===== src/rtl/fwd_hazard_unit.sv =====
// Operand forwarding and load-use stall control beside the ID stage.
// Optional feature macro: FWD_HOLD_EN (one-cycle post-WB hold register).
module fwd_hazard_unit #(
    parameter int DATA_W   = 10,
    parameter int REG_AW   = 3,
    parameter int NUM_SRC  = 2,
    parameter int LOAD_LAT = 1,
    parameter int ZERO_REG = 1
) (
    input  logic                      clk,
    input  logic                      rst_n,
    input  logic                      id_valid,
    input  logic [NUM_SRC*REG_AW-1:0] id_src_regs,
    input  logic                      ex_wr_en,
    input  logic                      ex_is_load,
    input  logic [REG_AW-1:0]         ex_dest_reg,
    input  logic                      mem_wr_en,
    input  logic [REG_AW-1:0]         mem_dest_reg,
    input  logic [DATA_W-1:0]         mem_data,
    input  logic                      wb_wr_en,
    input  logic [REG_AW-1:0]         wb_dest_reg,
    input  logic [DATA_W-1:0]         wb_data,
    output logic [NUM_SRC*2-1:0]      fwd_sel,
    output logic [NUM_SRC*DATA_W-1:0] fwd_data,
    output logic                      stall,
    output logic                      flush_ex
);

    localparam int CW = 3;

    typedef enum logic {
        IDLE,
        STALL
    } state_t;

    state_t               r_state;
    logic [CW-1:0]        r_cnt;
    logic [NUM_SRC-1:0]   w_ex_hit;
    logic                 w_hazard;

`ifdef FWD_HOLD_EN
    logic                 r_hold_valid;
    logic [REG_AW-1:0]    r_hold_reg;
    logic [DATA_W-1:0]    r_hold_data;
    logic                 w_wb_nz;

    assign w_wb_nz = !((ZERO_REG != 0) && (wb_dest_reg == '0));

    always_ff @(posedge clk or negedge rst_n) begin
        if (!rst_n) begin
            r_hold_valid <= 1'b0;
            r_hold_reg   <= '0;
            r_hold_data  <= '0;
        end else if (wb_wr_en && w_wb_nz) begin
            r_hold_valid <= 1'b1;
            r_hold_reg   <= wb_dest_reg;
            r_hold_data  <= wb_data;
        end else begin
            r_hold_valid <= 1'b0;
        end
    end
`endif

    // Youngest producer wins: MEM, then WB, then the post-WB hold copy.
    always_comb begin
        fwd_sel  = '0;
        fwd_data = '0;
        w_ex_hit = '0;
        for (int k = 0; k < NUM_SRC; k++) begin
            logic [REG_AW-1:0] w_src;
            logic              w_nz;
            w_src = id_src_regs[k*REG_AW +: REG_AW];
            w_nz  = !((ZERO_REG != 0) && (w_src == '0));
            if (id_valid && w_nz) begin
                w_ex_hit[k] = ex_wr_en && (ex_dest_reg == w_src);
                if (mem_wr_en && (mem_dest_reg == w_src)) begin
                    fwd_sel[k*2 +: 2]          = 2'b01;
                    fwd_data[k*DATA_W +: DATA_W] = mem_data;
                end else if (wb_wr_en && (wb_dest_reg == w_src)) begin
                    fwd_sel[k*2 +: 2]          = 2'b10;
                    fwd_data[k*DATA_W +: DATA_W] = wb_data;
                end
`ifdef FWD_HOLD_EN
                else if (r_hold_valid && (r_hold_reg == w_src)) begin
                    fwd_sel[k*2 +: 2]          = 2'b11;
                    fwd_data[k*DATA_W +: DATA_W] = r_hold_data;
                end
`endif
            end
        end
    end

    assign w_hazard = id_valid && ex_is_load && (|w_ex_hit);

    // The detecting cycle stalls combinationally; STALL covers the rest.
    always_ff @(posedge clk or negedge rst_n) begin
        if (!rst_n) begin
            r_state <= IDLE;
            r_cnt   <= '0;
        end else begin
            unique case (r_state)
                IDLE: begin
                    if (w_hazard && (LOAD_LAT > 1)) begin
                        r_state <= STALL;
                        r_cnt   <= CW'(LOAD_LAT - 1);
                    end
                end
                STALL: begin
                    if (r_cnt <= CW'(1)) begin
                        r_state <= IDLE;
                        r_cnt   <= '0;
                    end else begin
                        r_cnt <= r_cnt - CW'(1);
                    end
                end
                default: begin
                    r_state <= IDLE;
                    r_cnt   <= '0;
                end
            endcase
        end
    end

    assign stall    = rst_n && ((r_state == STALL) || w_hazard);
    assign flush_ex = stall;

endmodule

===== config.mk =====
export PLATFORM = sky130hd
export DESIGN_NAME = fwd_hazard_unit
export DESIGN_NICKNAME = d
export VERILOG_FILES = /design/src/rtl/fwd_hazard_unit.sv
export SDC_FILE = /design/constraint.sdc
export NUM_CORES = 1
export LEC_CHECK = 0
export CORE_MARGIN = 2
export CORE_UTILIZATION = 36
export DETAILED_ROUTE_END_ITERATION = 8
export PLACE_DENSITY = 0.95
export SYNTH_ARGS = -nofsm -noshare
export SYNTH_HDL_FRONTEND = slang
export SYNTH_SLANG_ARGS = --single-unit

===== constraint.sdc =====
create_clock -name clk -period 8.15 [get_ports clk]
set_clock_uncertainty 0.2 [all_clocks]
set_input_delay 2.445 -clock clk [delete_from_list [all_inputs] [get_ports clk]]
set_output_delay 2.445 -clock clk [all_outputs]
set_load 0.05 [all_outputs]

==> results.py, run 1 <==
metrics = {
    "global_route": {
        "antenna_found_initial": 0,
        "track_usage": 0.233,
        "grt_pass1_wl_um": 4980,
        "grt_max_degree": 23,
        "overflow": 0,
        "grt_pass1_vias": 1171,
    },
    "run": {
        "max-cap-violations": 0,
    },
    "synthesis": {
        "yosys.area.top_type_share": 0.116,
        "synth_area_um2": 861,
        "synthTopCellsByCount": "19 x nand2_1, 14 x inv_1, 10 x a32o_1, 10 x o32ai_1, 8 x nor2_1",
        "yosysTopAreaCell": "a32o_1",
        "netlist_instances": 121,
        "yosysUniqueCellTypes": 33,
        "synthTopCellsByArea": "a32o_1 12%, dfrtp_1 12%, o32ai_1 10%, nand2_1 8.3%, xor2_1 7.1%",
        "ys_seq_area_frac": 0.116,
        "ys.flop_type": "dfrtp_1",
        "synth-warning-count": 0,
        "async_reset_ff_frac": 1.00,
        "syn-num-nets": 165,
        "synth_edf_count": 0,
        "ys_ff_latch": 4,
        "syn_avg_cell_area_um2": 7.11,
        "synthMostInstantiatedCell": "nand2_1",
    },
    "floorplan": {
        "die_h_um": 52.9,
        "start_util": 0.385,
        "row_count": 17,
        "boundaryPins": 68,
        "die_x_um": 52.9,
        "die-area_um2": 2800,
        "core_area_um2": 2230,
    },
    "clock_network": {
        "cts_max_level": 1,
        "post_cts_buffers": 0,
        "cts_repair_resize_count": 0,
        "cts_buffers": 3,
        "cts_tree": "built",
        "clockBufferDepth": 2,
        "clockRootBuffer": "clkbuf_4",
        "cts_hold_repair.buffers": 0,
        "clk_pin_slew_worst_paths_ps": 30,
        "clk_latency_ps": 230,
        "cts_sinks": 4,
    },
    "sta": {
        "tns_ps": 0,
        "worst_slew_pin_slew_ps": 766,
        "hold_viol": 0,
        "drv_slew": 0,
        "post-route-period-util": 0.938,
        "period_needed_ps": 7650,
        "holdWs_ps": 315,
        "rsz0062_at_grt": "false",
        "slew_headroom": 0.489,
        "setup_violations": 0,
        "fmax_ghz": 0.131,
    },
    "worst_setup_path": {
        "reg2reg_depth": 5,
        "worstSetupStartpoint": "id_src_regs[3]",
        "ff2ff_setup_slack_ps": 6630,
        "worstSetupPathType": "input pin to output port",
        "crit_chain": "clkdlybuf4s50_1 -> or2_2 -> o21ai_0 -> nand4_1 -> o32ai_1 -> clkdlybuf4s50_1",
        "slowest_delay_ps": 860,
        "cp-endpoint": "fwd_data[13]",
        "end_kind": "output port",
        "r2r_start": "r_cnt[1]",
        "worstPathArrival_ps": 5000,
        "rr_endpoint": "r_cnt[1]",
        "crit_path_top_delay_cell": "clkdlybuf4s50_1",
        "crit_fanout": 11,
        "crit_path_frequent_cell": "clkdlybuf4s50_1",
        "crit_required_ps": 5510,
        "cp-start-kind": "input pin",
    },
    "finish": {
        "drive_gt1_frac": 0.130,
        "multi_input_area_um2": 639,
        "fin_nets": 230,
        "seq_area_um2": 100,
        "fillers": 165,
        "n_antenna_cell": 0,
        "syn_to_final_growth_pct": 91.7,
        "fin_util": 0.739,
    },
    "drt": {
        "detail-route-antenna-nets": 0,
        "routed.top_layer": "met4",
        "routedWlPerCell_um": 14.3,
        "first_pass_iters": 4,
        "wl_met1_um": 1170,
        "routed_wirelength_um": 3030,
        "via_per_inst": 5.47,
        "met3RoutedLength_um": 238,
        "drtIter0Drc": 32,
        "drc": 0,
        "wl_met2_um": 1610,
        "vias": 1160,
    },
    "power_and_ir_drop": {
        "peakVddDrop_uv": 78.6,
        "leakagePower_nw": 0.673,
        "power_density_nw_per_um2": 67.5,
    },
    "placement": {
        "gp_congestion": 0.800,
        "portBuffers": 67,
        "detailed_place_hpwl_um": 2530,
    },
    "run_status": {
        "status": "completed",
    },
    "worst_hold_path": {
        "hold_path.class": "register to register",
    },
}
-- cell usage in the layout (no fill, tap or decap), types with 2 or more instances in the layout --
master            n
a22oi_1           2
a32o_1           10
buf_4             4
xor2_1            7
nand3_1           2
nand2_1          19
nor2_1            8
o21ai_0           6
o31a_1            2
or2_2             4
clkbuf_4          3
buf_12           11
dfrtp_1           4
ha_1              2
xnor2_1           4
o32ai_1          10
nor3b_1           2
clkdlybuf4s50_1  55
inv_1            14
nand4_1           2
and3_1            2
-- per-stage QoR --
step	area [um2]	setup slack (ps)	power [mW]	instances
2_1_floorplan	861	933	0.0517	121
3_3_place_gp	1630	590	0.0861	209
3_5_place_dp	1630	503	0.0879	209
4_1_cts	1650	496	0.113	212
5_1_grt	1650	389	0.118	212
6_report	1650	504	0.111	212
-- report_power, final --
part           leakage [nW]  internal [mW]  switching [mW]
Sequential           0.0559         0.0200               0
Clock                0.0138         0.0164         0.00739
Combinational         0.603         0.0345          0.0331
Total                 0.673         0.0709          0.0404
-- worst min path at each step --
stage,start,endpoint,slack (ps),cells after the start
2_1_floorplan,r_cnt[2],r_cnt[2],270,1
3_3_place_gp,r_cnt[2],r_cnt[2],280,1
3_5_place_dp,r_cnt[2],r_cnt[2],300,1
4_1_cts,r_cnt[2],r_cnt[2],310,1
5_1_grt,r_state,r_cnt[0],360,1
6_report,r_cnt[2],r_cnt[2],320,1
-- worst max-delay path: cells and delay by family --
kind | cells | cell delay (ps)
buffers and inverters | 2 | 1380
and+or+nand+nor | 2 | 740
AOI/OAI and AO/OA | 2 | 430
-- cell type report --
cell class,count,area share
flip-flops and latches,4,0.0607
inverters,14,0.0318
multi-input cells,93,0.387
repair buffers,70,0.485
clock buffers,3,0.0136
well taps,28,0.0212
-- sequential cells by signal, indices dropped and copies added (netlist names) --
| register | cells |
|---|---|
| r_cnt | 3 |
| r_state | 1 |
-- cells by family after synthesis --
| family | after synthesis | synth area share |
|---|---|---|
| AOI/OAI and AO/OA | 35 | 0.340 |
| xor gates and xnor gates | 11 | 0.112 |
| adders and majority gates | 2 | 0.0291 |
| buffers and inverters | 24 | 0.141 |
| DFF | 4 | 0.116 |
| and+or+nand+nor | 44 | 0.250 |
| muxes | 1 | 0.0116 |
-- routing by layer --
metal	vias to the layer above	GRT usage
met5	-	0
met4	0	0.0769
met3	2	0.0424
met2	47	0.452
met1	539	0.249
li1	572	-
No activity file was read; power rests on OpenSTA's default activity.
==> run 2: changes to the inputs <==
--- a/config.mk
+++ b/config.mk
@@ -10,3 +10,4 @@
 export DETAILED_ROUTE_END_ITERATION = 8
-export PLACE_DENSITY = 0.95
+export PLACE_DENSITY_LB_ADDON = 0.08
+export SKIP_CTS_REPAIR_TIMING = 1
 export SYNTH_ARGS = -nofsm -noshare
==> constraint.sdc (replaced) <==
create_clock -name clk -period 8.15 [get_ports clk]
set_clock_uncertainty 0.2 [all_clocks]
set_input_delay 2.0375 -clock clk [delete_from_list [all_inputs] [get_ports clk]]
set_output_delay 2.0375 -clock clk [all_outputs]
set_load 0.05 [all_outputs]
==> run 2 against run 1 <==
Net effect: register-to-register slack gained 90 ps; via count shrank 2.8%; sequential power is essentially flat; non-clock buffer count shrank 3; global-route usage shrank 1.7 points; critical endpoint is now fwd_data[3]; highest routed layer is now met3.
==> results.py, run 2 (synthesis gave the netlist of run 1 again) <==
metrics = {
    "sta": {
        "setup_slack_ps": 864,
        "holdWs_ps": 295,
        "drv_slew": 0,
        "slew_headroom": 0.335,
        "tns_ps": 0,
        "worst_slew_pin_slew_ps": 997,
        "post-route-period-util": 0.894,
        "rsz0062_at_grt": "false",
        "hold_viol": 0,
        "fmax_ghz": 0.137,
        "setup_violations": 0,
        "period_needed_ps": 7290,
    },
    "power_and_ir_drop": {
        "pwr-share-seq": 0.189,
        "peakVddDrop_uv": 78.9,
        "leakagePower_nw": 0.603,
        "power_density_nw_per_um2": 69.6,
        "p_comb_frac": 0.597,
        "power_frac_clock": 0.214,
        "finalPower_mw": 0.106,
        "sw_frac_of_total": 0.363,
        "p_switching_mw": 0.0384,
        "internal-power_mw": 0.0674,
    },
    "clock_network": {
        "clk_pin_slew_worst_paths_ps": 30,
        "cts_buffers": 3,
        "clk_latency_ps": 220,
        "clockRootBuffer": "clkbuf_4",
        "cts_max_level": 1,
        "cts_sinks": 4,
        "clockBufferDepth": 2,
        "cts_tree": "built",
    },
    "drt": {
        "routed_wirelength_um": 2850,
        "vias": 1128,
        "first_pass_iters": 4,
        "drtIter0Drc": 21,
        "routedWlPerCell_um": 13.6,
        "drc": 0,
        "via_per_inst": 5.40,
        "detail-route-antenna-nets": 0,
    },
    "floorplan": {
        "start_util": 0.385,
        "row_count": 17,
        "die_h_um": 52.9,
        "die_x_um": 52.9,
        "core_area_um2": 2230,
        "boundaryPins": 68,
        "die-area_um2": 2800,
    },
    "finish": {
        "largestRegisters": "r_cnt x3, r_state x1",
        "fin_nets": 227,
        "layout_commonest_cell": "clkdlybuf4s50_1",
        "largest_reg_flops": 3,
        "largest_register": "r_cnt",
        "syn_to_final_growth_pct": 76.6,
        "layout_common_cells": "67 x clkdlybuf4s50_1, 19 x nand2_1, 14 x inv_1",
        "fillers": 211,
        "n_antenna_cell": 0,
        "fin_util": 0.681,
        "drive_gt1_frac": 0.0497,
    },
    "worst_setup_path": {
        "worstSetupStartpoint": "id_src_regs[2]",
        "cp-endpoint": "fwd_data[3]",
        "worstPathArrival_ps": 5050,
        "cp-start-kind": "input pin",
        "end_kind": "output port",
        "slowest_delay_ps": 800,
        "crit_path_frequent_cell": "clkdlybuf4s50_1",
        "crit_required_ps": 5910,
        "rr_endpoint": "r_cnt[1]",
        "reg2reg_depth": 5,
        "crit_chain": "clkdlybuf4s50_1 -> or3b_1 -> a211o_1 -> a221oi_2 -> a32o_1 -> clkdlybuf4s50_1",
        "crit_fanout": 11,
        "ff2ff_setup_slack_ps": 6720,
        "r2r_start": "r_cnt[1]",
        "worstSetupPathType": "input pin to output port",
        "crit_path_top_delay_cell": "clkdlybuf4s50_1",
    },
    "global_route": {
        "grt_pass1_vias": 1113,
        "antenna_found_initial": 0,
        "grt_max_degree": 23,
        "track_usage": 0.216,
        "overflow": 0,
        "grt_pass1_wl_um": 4730,
    },
    "worst_hold_path": {
        "min_path_cells": 1,
        "hold_path.class": "register to register",
    },
    "placement": {
        "place_ws_ps": 830,
        "gp_congestion": 0.742,
        "portBuffers": 67,
        "detailed_place_hpwl_um": 2360,
    },
    "run": {
        "max-cap-violations": 0,
    },
    "run_status": {
        "status": "completed",
    },
}
-- run 2: power by group through the flow --
stage	registers [mW]	logic [mW]	clock network, mW
after floorplan	0.0202	0.0315	0
after global routing	0.0200	0.0687	0.0238
after global placement	0.0202	0.0618	0
final	0.0200	0.0632	0.0226
after CTS	0.0200	0.0635	0.0239
after detailed placement	0.0202	0.0632	0
-- run 2: stage by stage --
stage,cell area [um2],instances
floorplan,861,121
global placement,1500,206
detailed placement,1500,206
CTS,1520,209
global route,1520,209
finish,1520,209
-- run 2: worst max-delay path, delay by kind of cell --
kind	cells	cell delay (ps)
compound gates	3	1250
buf+inv	2	1350
simple gates	1	400
-- run 2: worst min-delay path by stage --
stage                         from  endpoint  slack, ps
after floorplan           r_cnt[2]  r_cnt[2]        270
after global placement    r_cnt[2]  r_cnt[2]        280
after detailed placement  r_cnt[2]  r_cnt[2]        290
after CTS                 r_cnt[2]  r_cnt[2]        300
after global routing      r_cnt[2]  r_cnt[2]        330
final                     r_cnt[2]  r_cnt[2]        290
-- run 2: metal layers --
| layer | up-vias | track usage | share of wire |
|---|---|---|---|
| met5 | - | 0 | 0 |
| met4 | 0 | 0.0256 | 0 |
| met3 | 0 | 0.0198 | 0.088 |
| met2 | 49 | 0.442 | 0.51 |
| met1 | 514 | 0.241 | 0.40 |
| li1 | 565 | - | - |
-- run 2: layout make-up --
cell class / count / area [um2] / area share
Multi-Input combinational cell: 93 / 639 / 0.421
Tap cell: 28 / 35.0 / 0.0230
Inverter: 14 / 52.6 / 0.0346
Clock buffer: 3 / 22.5 / 0.0148
Sequential cell: 4 / 100 / 0.0658
Timing Repair Buffer: 67 / 671 / 0.441
